===== config.mk =====
export PLATFORM = sky130hd
export DESIGN_NAME = finv_arbiter
export DESIGN_NICKNAME = d
export VERILOG_FILES = /design/src/rtl/finv_arbiter.sv
export SDC_FILE = /design/constraint.sdc
export NUM_CORES = 1
export LEC_CHECK = 0
export CAP_MARGIN = 10
export CELL_PAD_IN_SITES_DETAIL_PLACEMENT = 0
export CELL_PAD_IN_SITES_GLOBAL_PLACEMENT = 2
export CORE_MARGIN = 10
export CORE_UTILIZATION = 27
export DETAILED_ROUTE_END_ITERATION = 6
export GPL_TIMING_DRIVEN = 0
export PLACE_DENSITY_LB_ADDON = 0.1
export REMOVE_ABC_BUFFERS = 1
export SLEW_MARGIN = 20
export SYNTH_ARGS = -nofsm -noshare
export SYNTH_HDL_FRONTEND = slang
export SYNTH_SLANG_ARGS = --single-unit

===== constraint.sdc =====
create_clock -name clk -period 4.6 [get_ports clk]
set_clock_uncertainty 0.1 [all_clocks]
set_input_delay 0.46 -clock clk [delete_from_list [all_inputs] [get_ports clk]]
set_output_delay 0.46 -clock clk [all_outputs]
set_load 0.01 [all_outputs]

===== src/rtl/finv_arbiter.sv =====
// finv_arbiter: two-requester front end for a shared floating-point reciprocal
// pipe. Grants one operand per cycle, ships its mantissa to the pipe, and carries
// sign/exponent/class alongside so the returning normalised mantissa can be
// turned back into a full single-precision reciprocal for the right requester.
module finv_arbiter #(
    parameter int LATENCY = 4
) (
    input  logic        clk,
    input  logic        rstn,
    input  logic        req0_valid,
    input  logic [31:0] req0_x,
    output logic        req0_ready,
    input  logic        req1_valid,
    input  logic [31:0] req1_x,
    output logic        req1_ready,
    output logic        res0_valid,
    output logic [31:0] res0_y,
    output logic        res1_valid,
    output logic [31:0] res1_y,
    output logic [22:0] finv_m,
    input  logic [31:0] finv_res,
    output logic        busy
);

    typedef enum logic [1:0] {
        CLS_ZERO    = 2'd0,   // zero or denormal operand
        CLS_SPECIAL = 2'd1,   // infinity or NaN operand
        CLS_NORMAL  = 2'd2
    } cls_t;

    typedef struct packed {
        logic       id;
        logic       sign;
        logic [7:0] exp;
        cls_t       cls;
    } side_t;

    logic               r_ptr;
    logic [LATENCY-1:0] r_vld;
    side_t              r_side [LATENCY];
    logic [31:0]        r_y0;
    logic [31:0]        r_y1;

    logic               w_gnt0;
    logic               w_gnt1;
    logic               w_issue;
    logic [31:0]        w_x;
    side_t              w_side_in;
    side_t              w_last;
    logic               w_out_vld;
    logic signed [9:0]  w_out_exp;
    logic [31:0]        w_y;

    // Grant: sole valid requester wins; on contention the pointer decides.
    // NOTE: every output of a combinational block gets a default first, so no
    // path through the if/case leaves it unassigned and infers a latch.
    always_comb begin
        w_gnt0 = 1'b0;
        w_gnt1 = 1'b0;
        if (rstn) begin
            if (req0_valid && req1_valid) begin
                w_gnt0 = ~r_ptr;
                w_gnt1 = r_ptr;
            end else begin
                w_gnt0 = req0_valid;
                w_gnt1 = req1_valid;
            end
        end
    end

    assign req0_ready = w_gnt0;
    assign req1_ready = w_gnt1;
    assign w_issue    = w_gnt0 | w_gnt1;
    assign w_x        = w_gnt1 ? req1_x : req0_x;
    assign finv_m     = w_issue ? w_x[22:0] : 23'd0;

    // Classify the granted operand for the side pipeline.
    always_comb begin
        w_side_in      = '0;
        w_side_in.id   = w_gnt1;
        w_side_in.sign = w_x[31];
        w_side_in.exp  = w_x[30:23];
        if (w_x[30:23] == 8'h00)      w_side_in.cls = CLS_ZERO;
        else if (w_x[30:23] == 8'hFF) w_side_in.cls = CLS_SPECIAL;
        else                          w_side_in.cls = CLS_NORMAL;
    end

    // Priority pointer flips only after a contended grant.
    // NOTE: clocked state uses non-blocking assignments so every register sees
    // the pre-edge value of every other register, independent of block order.
    always_ff @(posedge clk or negedge rstn) begin
        if (!rstn)                          r_ptr <= 1'b0;
        else if (req0_valid && req1_valid)  r_ptr <= ~r_ptr;
    end

    // Valid bits of the side pipeline; reset drops everything in flight.
    always_ff @(posedge clk or negedge rstn) begin
        if (!rstn) begin
            r_vld <= '0;
        end else begin
            r_vld[0] <= w_issue;
            for (int i = 1; i < LATENCY; i++) r_vld[i] <= r_vld[i-1];
        end
    end

    // Side-pipeline payload, qualified everywhere by its valid bit.
    // NOTE: payload storage has no reset; it is only ever read under r_vld,
    // which is reset, so clearing the data would buy nothing.
    always_ff @(posedge clk) begin
        r_side[0] <= w_side_in;
        for (int i = 1; i < LATENCY; i++) r_side[i] <= r_side[i-1];
    end

    assign w_last    = r_side[LATENCY-1];
    assign w_out_vld = r_vld[LATENCY-1];
    assign w_out_exp = $signed({2'b00, finv_res[30:23]})
                     - $signed({2'b00, w_last.exp}) + 10'sd127;

    // Rebuild the reciprocal from the pipe mantissa and the carried operand.
    // The pipe result is positive for every legal operand, so folding its sign
    // in changes nothing for legal data.
    always_comb begin
        w_y = {w_last.sign ^ finv_res[31], 31'd0};
        case (w_last.cls)
            CLS_ZERO:    w_y = {w_last.sign, 8'hFF, 23'd0};
            CLS_SPECIAL: w_y = {w_last.sign, 31'd0};
            default: begin
                if (w_out_exp >= 10'sd1)
                    w_y = {w_last.sign ^ finv_res[31], w_out_exp[7:0], finv_res[22:0]};
            end
        endcase
    end

    assign res0_valid = w_out_vld & ~w_last.id;
    assign res1_valid = w_out_vld &  w_last.id;

    // Hold registers keep the last delivered result between pulses.
    always_ff @(posedge clk or negedge rstn) begin
        if (!rstn) begin
            r_y0 <= 32'd0;
            r_y1 <= 32'd0;
        end else begin
            if (res0_valid) r_y0 <= w_y;
            if (res1_valid) r_y1 <= w_y;
        end
    end

    assign res0_y = res0_valid ? w_y : r_y0;
    assign res1_y = res1_valid ? w_y : r_y1;
    assign busy   = |r_vld;

endmodule


### Yosys cells after proc, flatten, opt, wreduce, memory -nomap -nowiden

Memories as Yosys holds them, arrays and structs flattened.
Cells that the tools add are included.

* memory bits (writable): 48
* output and inout port bits: 92
* input bits: 100
* flip-flop bits (word level): 69
* memories: 1

Memories
* r_side: depth 4, bits a word 12, read ports 4, clocked after memory_dff 0, write ports 4, RTL line 40 `side_t r_side [LATENCY];`

* bitwise logic cells: 6
* eq/ne operators: 2
* magnitude comparators: 1
* add/sub/neg operators: 2
* reduce and logical (&&, ||, !) cells: 4
* mux-type cells: 12

Operators by type and width (number)
* two-way mux 32 bit: 3
* case mux 32 bit (2 select lines): 1
* two-way mux 31 bit: 1
* two-way mux 23 bit: 1
* adder 9 x 8 -> 10 bit, second input constant: 1
* >= comparator 10 x 2 -> 1 bit, second input constant: 1
* subtractor 8 x 8 -> 9 bit: 1
* equality test 8 bit, second input constant: 1
* zero test 8 bit: 1
* two-way mux 1 bit: 4
* two-way mux 2 bit: 2
* OR reduction 4 bit: 1
* AND 1 bit: 2
* equality test 2 x 1 -> 1 bit, second input constant: 1
* zero test 2 bit: 1
* NOT 1 bit: 2
* logical AND 1 bit: 1
* OR 1 bit: 1
* XOR 1 bit: 1

### Logic depth before layout (Yosys ltp)

Gate-level depths: netlist of run 1.

* depth in word-level cells: 7
* depth in mapped cells: 13

### Worst setup path before layout of run 1

No wires, ideal clock.

* path type: input to output
* from: input port finv_res[23]
* to: output port res0_y[27]
* data required time: 4.040 ns
* buffers on the path: 0
* arrival: 2.728 ns
* setup slack: 1.312 ns
* stages on the path: 11
* cells stage by stage: inv_1 -> ha_1 -> inv_1 -> fa_1 -> a211oi_2 -> o21ai_1 -> a211oi_2 -> nor3_2 -> a31oi_4 -> inv_2 -> o311ai_1

* cells in the longest elaborated chain, start to end: 6

Ends and longest elaborated chain
* start, declared: RTL line 21 `input logic [31:0] finv_res,`
* subtractor 8 x 8 -> 9 bit (*): RTL line 117 `- $signed({2'b00, w_last.exp}) + 10'sd127;`
* adder 9 x 8 -> 10 bit (*): RTL line 117
* >= comparator 10 x 2 -> 1 bit: RTL line 128 `if (w_out_exp >= 10'sd1)`
* two-way mux 31 bit (*): RTL line 128
* case mux 32 bit (2 select lines) (*): RTL line 124 `case (w_last.cls)`
* two-way mux 32 bit (*): RTL line 148 `assign res0_y = res0_valid ? w_y : r_y0;`
* end, declared: RTL line 17 `output logic [31:0] res0_y,`

Every way passes the cells marked *; elsewhere a longest branch is shown, timed or not.

### Worst setup path in the final report of run 1

* from: input port finv_res[23]
* to: output port res0_y[2]

* cells in the longest elaborated chain, start to end: 6

Ends and longest elaborated chain (RTL line)
* subtractor 8 x 8 -> 9 bit: 117
* adder 9 x 8 -> 10 bit: 117
* >= comparator 10 x 2 -> 1 bit: 128
* two-way mux 31 bit: 128
* case mux 32 bit (2 select lines): 124
* two-way mux 32 bit: 148

Every way passes these cells.

==> run_results.csv, run 1 <==
group,metric,value,unit
timing,slew_headroom,28.01,%
detailed_routing,dr_total_vias,3882,
timing,grt_setup_unrepaired,"true",
finish,multi_input_area,1815,µm²
pwr,power_density,568.6,nW/µm²
synth,async_flop_share,58.97,%
worst_setup_path,timing.rr.end,"r_y0[11]$_DFF_PN0_",
die,row_count,47,
global_route,grt_max_degree,67,
worst_setup_path,crit_fanout,9,
finish,final_nets,759,
worst_setup_path,path_buf_inv,6,
synth,syn_avg_cell_area,10.25,µm²
cts,clk_path_buf_depth,2,
timing,tns,0,ns
synth,synth_area_leader_cell,"dfrtp_1",
global_route,grt_pass1_wl,22300,µm
placed_design,placed_area,6777,µm²
placed_design,gp_congestion,0.7444,
die,dieArea,22680,µm²
worst_setup_path,criticalPathCategory,"in2out",
die,start_util,27.67,%
finish,layout.cells.non_filler,881,
finish,fillCellCount,1554,
synth,ys_seq_area_share,58.37,%
timing,post-route-period-util,95.84,%
cts,clk_pin_slew,0.05,ns
run,drv_cap,0,
timing,finalSetupViolCount,0,
synth,synth_common_cells,"nand2_1, dfrtp_1, dfxtp_1",
global_route,grt_pass1_vias,4167,
worst_hold_path,hold_class,"reg2reg",
detailed_routing,wl_per_cell,16.15,µm
placed_design,portBuffers,191,
cts,cts.sink_count,117,
worst_setup_path,cp.arrival,3.85,ns
finish,layout-drive-gt1-share,9.394,%
finish,area_delta_synth_final,65.57,%
synth,synth_most_common_cell,"nand2_1",
detailed_routing,drtAntennaViolNets,0,
finish,seq_area,2688,µm²
placed_design,place_inst,841,
cts,cts_buffers,17,
worst_setup_path,cpPeakStageDelay,0.53,ns
synth,syn_area,4604,µm²
timing,hold_viol,0,
worst_setup_path,crit_path_cell_trace,"clkdlybuf4s50_1, inv_1, ha_1, inv_1, fa_1, a211oi_4, o21ai_0, a31o_2, o41ai_4, buf_4, a31oi_4, buf_12, nand2_1, o21ai_0, clkdlybuf4s50_1",
worst_setup_path,slowest_stage,"clkdlybuf4s50_1",
synth,ys_types,44,
worst_setup_path,r2r_slack,1.63,ns
pwr,leakage,3.591,nW
die,fp.dieW,150.6,µm
detailed_routing,route.final.wire_length,14230,µm
detailed_routing,dr.pass1.iters,4,
synth,synth_ff_type,"dfrtp_1",
pwr,finalPower,4.335,mW
global_route,globalRoute.totalOverflow,0,
run_status,status,"finished clean",
finish,final_area,7624,µm²
cts,ctsHtreeMaxLevel,4,
placed_design,place_ws,-0.5918,ns
die,io_pins,192,
timing,slew_viol_final,0,
global_route,groute.usage.overall,12.78,%
die,core_area,16640,µm²
detailed_routing,drc,0,
synth,synthTopCellsByArea,"dfrtp_1, dfxtp_1, nand2_1",
placed_design,dpl.hpwl,10470,µm
timing,clock.fmax,0.2268,GHz
synth,synth-edff-count,0,
worst_setup_path,r2r_cells,12,
global_route,antenna_found_initial,2,
synth,syn_inst,449,
detailed_routing,viasPerCell,4.406,
worst_setup_path,crit_required,4.04,ns
die,die_y,150.6,µm
cts,clk_latency,0.41,ns
worst_setup_path,path_delay_family,"buffers and inverters",
timing,min_period,4.409,ns
cts,cts_tree,"done",
worst_setup_path,crit_path_end_kind,"output port",
synth,yosysWarnings,0,
worst_setup_path,startpoint_type,"primary input",
synth,synth.top_cell.area_share,37.50,%
cts,cts_root_buf,"clkbuf_16",
worst_hold_path,min_path_cells,0,
detailed_routing,drt_iter0_markers,195,
worst_hold_path,holdPathEnd,"r_side[3][4]$_DFF_P_",
timing,post-route-worst-setup-slack,0.1915,ns
timing,tightest_slew,1.072,ns
synth,ys_ff_latch,117,
worst_setup_path,r2r_start,"r_side[3][2]$_DFF_P_",
worst_hold_path,hp-start,"r_side[2][4]$_DFF_P_",
pwr,vdd_ir_drop_max,0.2641,mV
-- flip-flops by register name (all words and copies together) (netlist names) --
name    count
r_side     48
r_y0       32
r_y1       32
r_vld       4
r_ptr       1
-- cell families after synthesis --
kind of cell    after synthesis  synth area share [%]
flops                       117                 58.37
xor+xnor                     11                 2.092
compound gates              122                 17.88
buf+inv                      48                 4.239
simple gates                130                 12.01
mux                           9                 1.984
fa+ha+maj                    12                 3.424
-- final cells by class --
type / instances / share of cell area [%]
sequential: 117 / 35.25
timing repair buffer: 200 / 27.65
multi-input combinational: 285 / 23.81
clock buffer: 24 / 7.320
tap: 220 / 3.611
inverter: 26 / 1.280
clock inverter: 8 / 1.034
antenna: 1 / 0.03282
-- layout by cell type (no fill, tap or decap), drive strengths merged, types with 3 or more instances in the layout --
master         count
nand2b             4
clkbuf            24
clkdlybuf4s50    163
clkinv             4
xnor2              7
buf                9
dfxtp             48
a22o              23
o311ai             4
nand4              4
o21ai             59
o211ai             4
inv               27
dfrtp             69
a21oi             16
nor3               8
nand2             91
dlymetal6s2s      27
nor2              12
xor2               4
nor2b              3
ha                11
o31ai              5
mux2i              8
-- routing by layer --
layer	wire (µm)	vias up	GRT usage [%]
met1	5816	1749	13.79
met3	1752	10	7.593
met5	17	-	0
met2	6515	169	20.37
met4	123	2	4.524
li1	-	1952	-
-- worst reg2reg max path, cell delays in order (launching register included) --
cell and delay [ns]:
dfxtp_1 0.31, ha_1 0.15, inv_1 0.05, fa_1 0.43, a211oi_4 0.30, o21ai_0 0.16, a31o_2 0.31, o41ai_4 0.33
buf_4 0.20, a31oi_4 0.06, buf_12 0.19, nand2_1 0.09, o21ai_0 0.12
-- through the flow --
step,util (%),hold slack (ns)
floorplan,-,0.06441
global placement,40.22,0.2101
detailed placement,40.72,0.2121
CTS,45.15,0.2238
global route,45.79,0.2259
finish,45.81,0.2230
-- worst max path at each step --
stage          depth (start not counted)         end         start  slack (ns)
2_1_floorplan                         11  res0_y[27]  finv_res[23]        1.09
3_3_place_gp                           5  finv_m[10]          rstn       -1.82
3_5_place_dp                          13  res0_y[27]  finv_res[23]       -0.59
4_1_cts                               13  res0_y[27]  finv_res[23]       0.008
5_1_grt                               12  res0_y[30]  finv_res[23]       -0.05
6_report                              15   res0_y[2]  finv_res[23]        0.19
-- power by group --
part / internal [mW] / switching [mW]
clock network: 0.905 / 0.455
logic: 0.787 / 0.783
registers: 1.32 / 0.0808
-- repair_timing --
action,CTS,global route
pin swaps,3,2
gates cloned,1,0
resized for setup,3,37
buffers inserted,4,1
endpoints found under the setup margin,60,52
hold endpoints to repair,30,0
hold buffers,1,0
(Power assumes the default switching activity.)
==> run 2, diff against run 1 <==
MAX_ROUTING_LAYER = met4   (was not set)
==> run 2 against run 1 <==
  * Core utilization barely moved
  * Clock power barely moved
  * Flip-flop and latch count did not move
  * Final area barely moved
  * Highest routed layer is now met4
  * Sequential power barely moved
  * Critical endpoint unchanged
  * Die area did not move
  * Combinational power barely moved
  * Final cell count rose by 0.11%
  * Register-to-register slack barely moved
  * Fmax rose by 0.18%
  * Critical path depth did not move
==> run_results.csv, run 2 (synthesis results as in run 1) <==
group,metric,value,unit
run,drv_cap,0,
worst_setup_path,cp.arrival,3.84,ns
timing,hold_viol,0,
finish,final_nets,759,
finish,regMostFlops,"r_side",
timing,grt_setup_unrepaired,"true",
pwr,internal_power,3.016,mW
worst_setup_path,timing.rr.end,"r_y0[11]$_DFF_PN0_",
worst_setup_path,r2r_start,"r_side[3][2]$_DFF_P_",
timing,fin_hold_ws,0.2231,ns
worst_setup_path,r2r_slack,1.64,ns
finish,largest_reg_flops,48,
finish,final_area,7626,µm²
finish,layout-drive-gt1-share,9.394,%
cts,cts_root_buf,"clkbuf_16",
pwr,vdd_ir_drop_max,0.2678,mV
worst_setup_path,r2r_cells,12,
die,row_count,47,
die,die_y,150.6,µm
detailed_routing,dr_total_vias,3879,
timing,post-route-worst-setup-slack,0.1993,ns
placed_design,portBuffers,191,
worst_setup_path,cp-endpoint,"res0_y[2]",
finish,final_cell_mix,"clkdlybuf4s50_1, nand2_1, dfrtp_1",
worst_setup_path,crit_required,4.04,ns
global_route,grt_max_degree,67,
global_route,grt_pass1_wl,22210,µm
finish,final_common_cell,"clkdlybuf4s50_1",
detailed_routing,wl_per_cell,16.16,µm
global_route,groute.usage.overall,13.13,%
worst_hold_path,hold_class,"reg2reg",
timing,min_period,4.401,ns
cts,clk_latency,0.40,ns
cts,cts.sink_count,117,
worst_setup_path,startpoint_type,"primary input",
die,start_util,27.67,%
timing,slew_headroom,28.00,%
pwr,p_clk_share,31.4,%
run_status,status,"finished clean",
die,core_area,16640,µm²
timing,clock.fmax,0.2272,GHz
global_route,globalRoute.totalOverflow,0,
global_route,antenna_found_initial,2,
detailed_routing,drt_iter0_markers,192,
timing,tns,0,ns
pwr,power_density,568.8,nW/µm²
worst_setup_path,setup.worst_path.start,"finv_res[23]",
worst_setup_path,crit_fanout,9,
cts,ctsHtreeMaxLevel,4,
placed_design,place_ws,-0.5918,ns
detailed_routing,drtAntennaViolNets,0,
detailed_routing,viasPerCell,4.398,
timing,finalSetupViolCount,0,
detailed_routing,route.final.wire_length,14260,µm
finish,area_delta_synth_final,65.62,%
global_route,grt_pass1_vias,4184,
finish,top_regs,"r_side x48, r_y0 x32, r_y1 x32",
pwr,leakage,3.591,nW
pwr,power_frac_comb,36.2,%
detailed_routing,drc,0,
timing,tightest_slew,1.072,ns
placed_design,gp_congestion,0.7538,
timing,post-route-period-util,95.67,%
timing,slew_viol_final,0,
die,fp.dieW,150.6,µm
cts,cts_buffers,17,
pwr,p_sw,1.322,mW
pwr,sw_frac_of_total,30.47,%
die,io_pins,192,
placed_design,placed_area,6777,µm²
worst_setup_path,criticalPathCategory,"in2out",
cts,cts_tree,"done",
cts,clk_pin_slew,0.05,ns
cts,clk_path_buf_depth,2,
detailed_routing,dr.pass1.iters,4,
worst_setup_path,crit_path_end_kind,"output port",
placed_design,dpl.hpwl,10470,µm
pwr,pwr-share-seq,32.4,%
die,dieArea,22680,µm²
finish,final_util,45.82,%
## run 2: how the worst min path moves through the flow
stage	cells after the start	end	from	slack [ns]
after floorplan	0	r_ptr$_DFFE_PN0P_	rstn	0.06
final	0	r_side[3][4]$_DFF_P_	r_side[2][4]$_DFF_P_	0.22
after global placement	0	r_side[2][11]$_DFF_P_	r_side[1][11]$_DFF_P_	0.21
after CTS	0	r_side[2][3]$_DFF_P_	r_side[1][3]$_DFF_P_	0.22
after global routing	0	r_side[1][2]$_DFF_P_	r_side[0][2]$_DFF_P_	0.22
after detailed placement	0	r_side[1][3]$_DFF_P_	r_side[0][3]$_DFF_P_	0.21
## run 2: layout make-up
type	instances	area [µm²]
diodes	2	5.005
multi-input cells	285	1815
well taps	220	275.3
inverters	26	97.59
clock buffers	24	558.0
flip-flops and latches	117	2688
clock inverters	8	78.83
repair buffers	200	2108
fillers	1553	9016
## run 2: per-layer routing
layer,routed length (µm),vias to the layer above,GRT usage (%)
met5,0,-,-
met4,144,0,4.524
met3,1144,9,5.132
met2,6540,165,20.41
met1,6427,1751,15.22
li1,-,1954,-
## run 2: critical path, stage by stage
cell             delay (ns)
clkdlybuf4s50_1        0.41
inv_1                  0.06
ha_1                   0.15
inv_1                  0.05
fa_1                   0.43
a211oi_4               0.30
o21ai_0                0.15
a31o_2                 0.31
o41ai_4                0.33
buf_4                  0.20
a31oi_4                0.06
buf_12                 0.19
nand2_1                0.07
o21ai_0                0.12
clkdlybuf4s50_1        0.53
## run 2: per-stage QoR
step                      power [mW]  cells
after floorplan                2.084    427
after global placement         2.932    838
after detailed placement       2.976    841
after CTS                      4.427    879
after global routing           4.619    882
final                          4.338    882
## run 2: power by group through the flow
stage          combinational [mW]  sequential, mW  clock [mW]
6_report                     1.57            1.40        1.36
5_1_grt                      1.73            1.43        1.45
4_1_cts                      1.62            1.41        1.40
3_5_place_dp                 1.55            1.43           0
3_3_place_gp                 1.52            1.42           0
2_1_floorplan               0.683            1.40           0
## run 2: timing repair
item	in CTS	in global routing
gates resized for setup	3	37
pin swaps	3	2
hold buffers	1	0
gates cloned	1	0
setup endpoints to repair	60	52
buffers inserted	4	1
hold endpoints to repair	30	0
==> run 3, diff against run 2 <==
ABC_AREA = 1   (was not set)
CORE_UTILIZATION = 26   (was 27)
GPL_ROUTABILITY_DRIVEN = 1   (was not set)
SKIP_LAST_GASP = 1   (was not set)
==> run 3 against run 2 <==
  * Global-route usage grew 1.2 points
  * Sequential share of layout area fell by 1.1 points
  * Die area grew 7.5%
  * Clock power is essentially flat
  * First-iteration DRC count fell by 21%
  * Routed wire length rose by 20%
  * Via count is 15% higher
  * Combinational power grew 10%
  * Largest power group unchanged
==> run_results.csv, run 3 <==
group,metric,value,unit
synth,synth_area_leader_cell,"dfrtp_1",
pwr,vdd_ir_drop_max,0.2659,mV
timing,grt_setup_unrepaired,"true",
run,drv_cap,0,
pwr,leakage,4.119,nW
worst_setup_path,crit_required,4.04,ns
finish,seq_area,2689,µm²
synth,synth_most_common_cell,"nand2_1",
pwr,finalPower,4.489,mW
detailed_routing,drc,0,
cts,clk_pin_slew,0.06,ns
die,start_util,26.65,%
synth,syn_area,4820,µm²
synth,synth.top_cell.area_share,35.83,%
global_route,grt_pass1_wl,26450,µm
timing,clock.fmax,0.2287,GHz
worst_setup_path,criticalPathCategory,"in2out",
global_route,groute.usage.overall,14.31,%
pwr,power_density,570.6,nW/µm²
finish,top_regs,"r_side x48, r_y0 x32, r_y1 x32",
finish,layout-drive-gt1-share,7.833,%
detailed_routing,wl_met2,8325,µm
worst_setup_path,crit_fanout,7,
detailed_routing,drt_iter0_markers,152,
synth,ys_seq_area_share,55.76,%
detailed_routing,viasPerCell,4.486,
cts,cts.sink_count,117,
finish,largest_reg_flops,48,
synth,async_flop_share,58.97,%
die,row_count,49,
cts,cts_tree,"done",
die,fp.dieW,156.2,µm
synth,synth_common_cells,"nand2_1, dfrtp_1, dfxtp_1, nand4_1, inv_1",
cts,clk_latency,0.41,ns
detailed_routing,drt-met1-wl,7314,µm
finish,n_antenna_cell,0,
worst_setup_path,crit_path_cell_trace,"clkdlybuf4s50_1, inv_1, ha_1, inv_1, fa_1, inv_1, ha_1, inv_1, a21oi_2, nand3_1, nand2_1, inv_2, nand3_1, nand2_1, nand2_2, nand2_8, nand2_4, nand4_1, nand2_1, clkdlybuf4s50_1",
global_route,antenna_found_initial,0,
worst_setup_path,cp.arrival,3.81,ns
cts,cts_root_buf,"clkbuf_16",
die,die_y,156.2,µm
detailed_routing,dr.pass1.iters,5,
timing,post-route-worst-setup-slack,0.2269,ns
detailed_routing,top_layer_used,"met4",
global_route,globalRoute.totalOverflow,0,
placed_design,gp_congestion,0.7276,
cts,clk_path_buf_depth,2,
synth,synth_ff_type,"dfrtp_1",
synth,ys_types,30,
finish,multi_input_area,2023,µm²
die,dieArea,24380,µm²
timing,hold_viol,0,
synth,synthTopCellsByArea,"dfrtp_1, dfxtp_1, nand2_1",
detailed_routing,dr_total_vias,4464,
global_route,grt_pass1_vias,4894,
global_route,grt_max_degree,54,
die,io_pins,192,
timing,post-route-period-util,95.07,%
timing,tns,0,ns
detailed_routing,wl_per_cell,17.26,µm
placed_design,portBuffers,191,
synth,syn_inst,558,
timing,tightest_slew,0.9238,ns
synth,ys_ff_latch,117,
cts,cts_buffers,17,
worst_setup_path,path_buf_inv,7,
cts,ctsHtreeMaxLevel,4,
finish,fillCellCount,1796,
run_status,status,"finished clean",
detailed_routing,route.met3.wl,1430,µm
worst_setup_path,cp_common_cell,"inv_1",
timing,min_period,4.373,ns
worst_setup_path,path_delay_family,"buffers and inverters",
worst_setup_path,startpoint_type,"primary input",
finish,final_util,43.49,%
finish,final_nets,866,
timing,finalSetupViolCount,0,
detailed_routing,route.final.wire_length,17170,µm
worst_setup_path,slowest_stage,"clkdlybuf4s50_1",
finish,regMostFlops,"r_side",
finish,final_cell_mix,"nand2_1, clkdlybuf4s50_1, dfrtp_1",
finish,final_common_cell,"nand2_1",
placed_design,dpl.hpwl,11780,µm
finish,area_delta_synth_final,63.21,%
synth,yosysWarnings,0,
worst_hold_path,hold_class,"reg2reg",
timing,slew_viol_final,0,
die,core_area,18090,µm²
placed_design,place_ws,-0.2425,ns
timing,slew_headroom,38.27,%
synth,syn_avg_cell_area,8.637,µm²
worst_setup_path,cpPeakStageDelay,0.55,ns
detailed_routing,drtAntennaViolNets,0,
synth,synth-edff-count,0,
worst_setup_path,crit_path_end_kind,"output port",
worst_setup_path,r2r_slack,1.60,ns
==> run 3: cell types whose count changed after synthesis, moves of 6 or more <==
cell / before / now
o21ai_0: 41 / 5
a21oi_1: 14 / 8
nand4_1: 4 / 48
xnor2_1: 7 / 1
nand3_1: 2 / 18
inv_1: 25 / 36
mux2i_1: 8 / 0
o21ai_1: 18 / 2
nand2_1: 91 / 228
==> run 3: where the power goes <==
part / internal [mW] / leakage, nW / switching (mW) / total, mW
Combinational: 0.806 / 2.56 / 0.923 / 1.73
Sequential: 1.33 / 1.28 / 0.0851 / 1.42
Clock: 0.863 / 0.287 / 0.477 / 1.34
Total: 3.00 / 4.12 / 1.48 / 4.49
==> run 3: per-layer routing <==
layer  up-vias  global-route usage (%)
met3         8                   6.920
li1       2238                       -
met2       150                   23.46
met1      2068                   15.34
met4         0                   3.371
met5         -                       -
==> run 3: cells by family after synthesis <==
family	count (synthesis)	share of synthesized area (%)
and+or+nand+nor	317	28.32
DFF	117	55.76
buffers and inverters	67	5.633
AOI/OAI and AO/OA	40	6.101
adders and majority gates	12	3.271
xor gates and xnor gates	5	0.9086
==> run 3: area by class of cell <==
| type | instances | share of cell area, % |
|---|---|---|
| flip-flops and latches | 117 | 34.18 |
| repair buffers | 199 | 27.01 |
| multi-input cells | 380 | 25.72 |
| clock buffers | 19 | 5.631 |
| well taps | 229 | 3.642 |
| clock inverters | 12 | 1.956 |
| inverters | 39 | 1.861 |
==> run 3: final timing paths <==
kind / from / depth (start not counted) / endpoint
min reg2reg: r_side[2][3]$_DFF_P_ / 0 / r_side[3][3]$_DFF_P_
min in group asynchronous: rstn / 2 / r_y0[2]$_DFF_PN0_
max: finv_res[23] / 20 / res0_y[15]
max in group asynchronous: rstn / 3 / r_vld[3]$_DFF_PN0_
min: r_side[2][3]$_DFF_P_ / 0 / r_side[3][3]$_DFF_P_
max reg2reg: r_side[3][2]$_DFF_P_ / 20 / r_y1[7]$_DFF_PN0_
==> run 3: repair_timing <==
item	CTS	global route
hold buffers	1	0
setup endpoints to repair	62	62
cloned	2	4
pin swaps	1	0
gates resized for setup	5	41
endpoints found under the hold margin	18	0
setup buffers	0	3
==> run 3: through the flow <==
stage | cells | area [µm²] | hold slack, ns
after global routing | 995 | 7866 | 0.2261
after floorplan | 530 | 4695 | 0.06441
after CTS | 988 | 7665 | 0.2200
after global placement | 950 | 6893 | 0.2106
final | 995 | 7866 | 0.2170
after detailed placement | 954 | 7007 | 0.2121
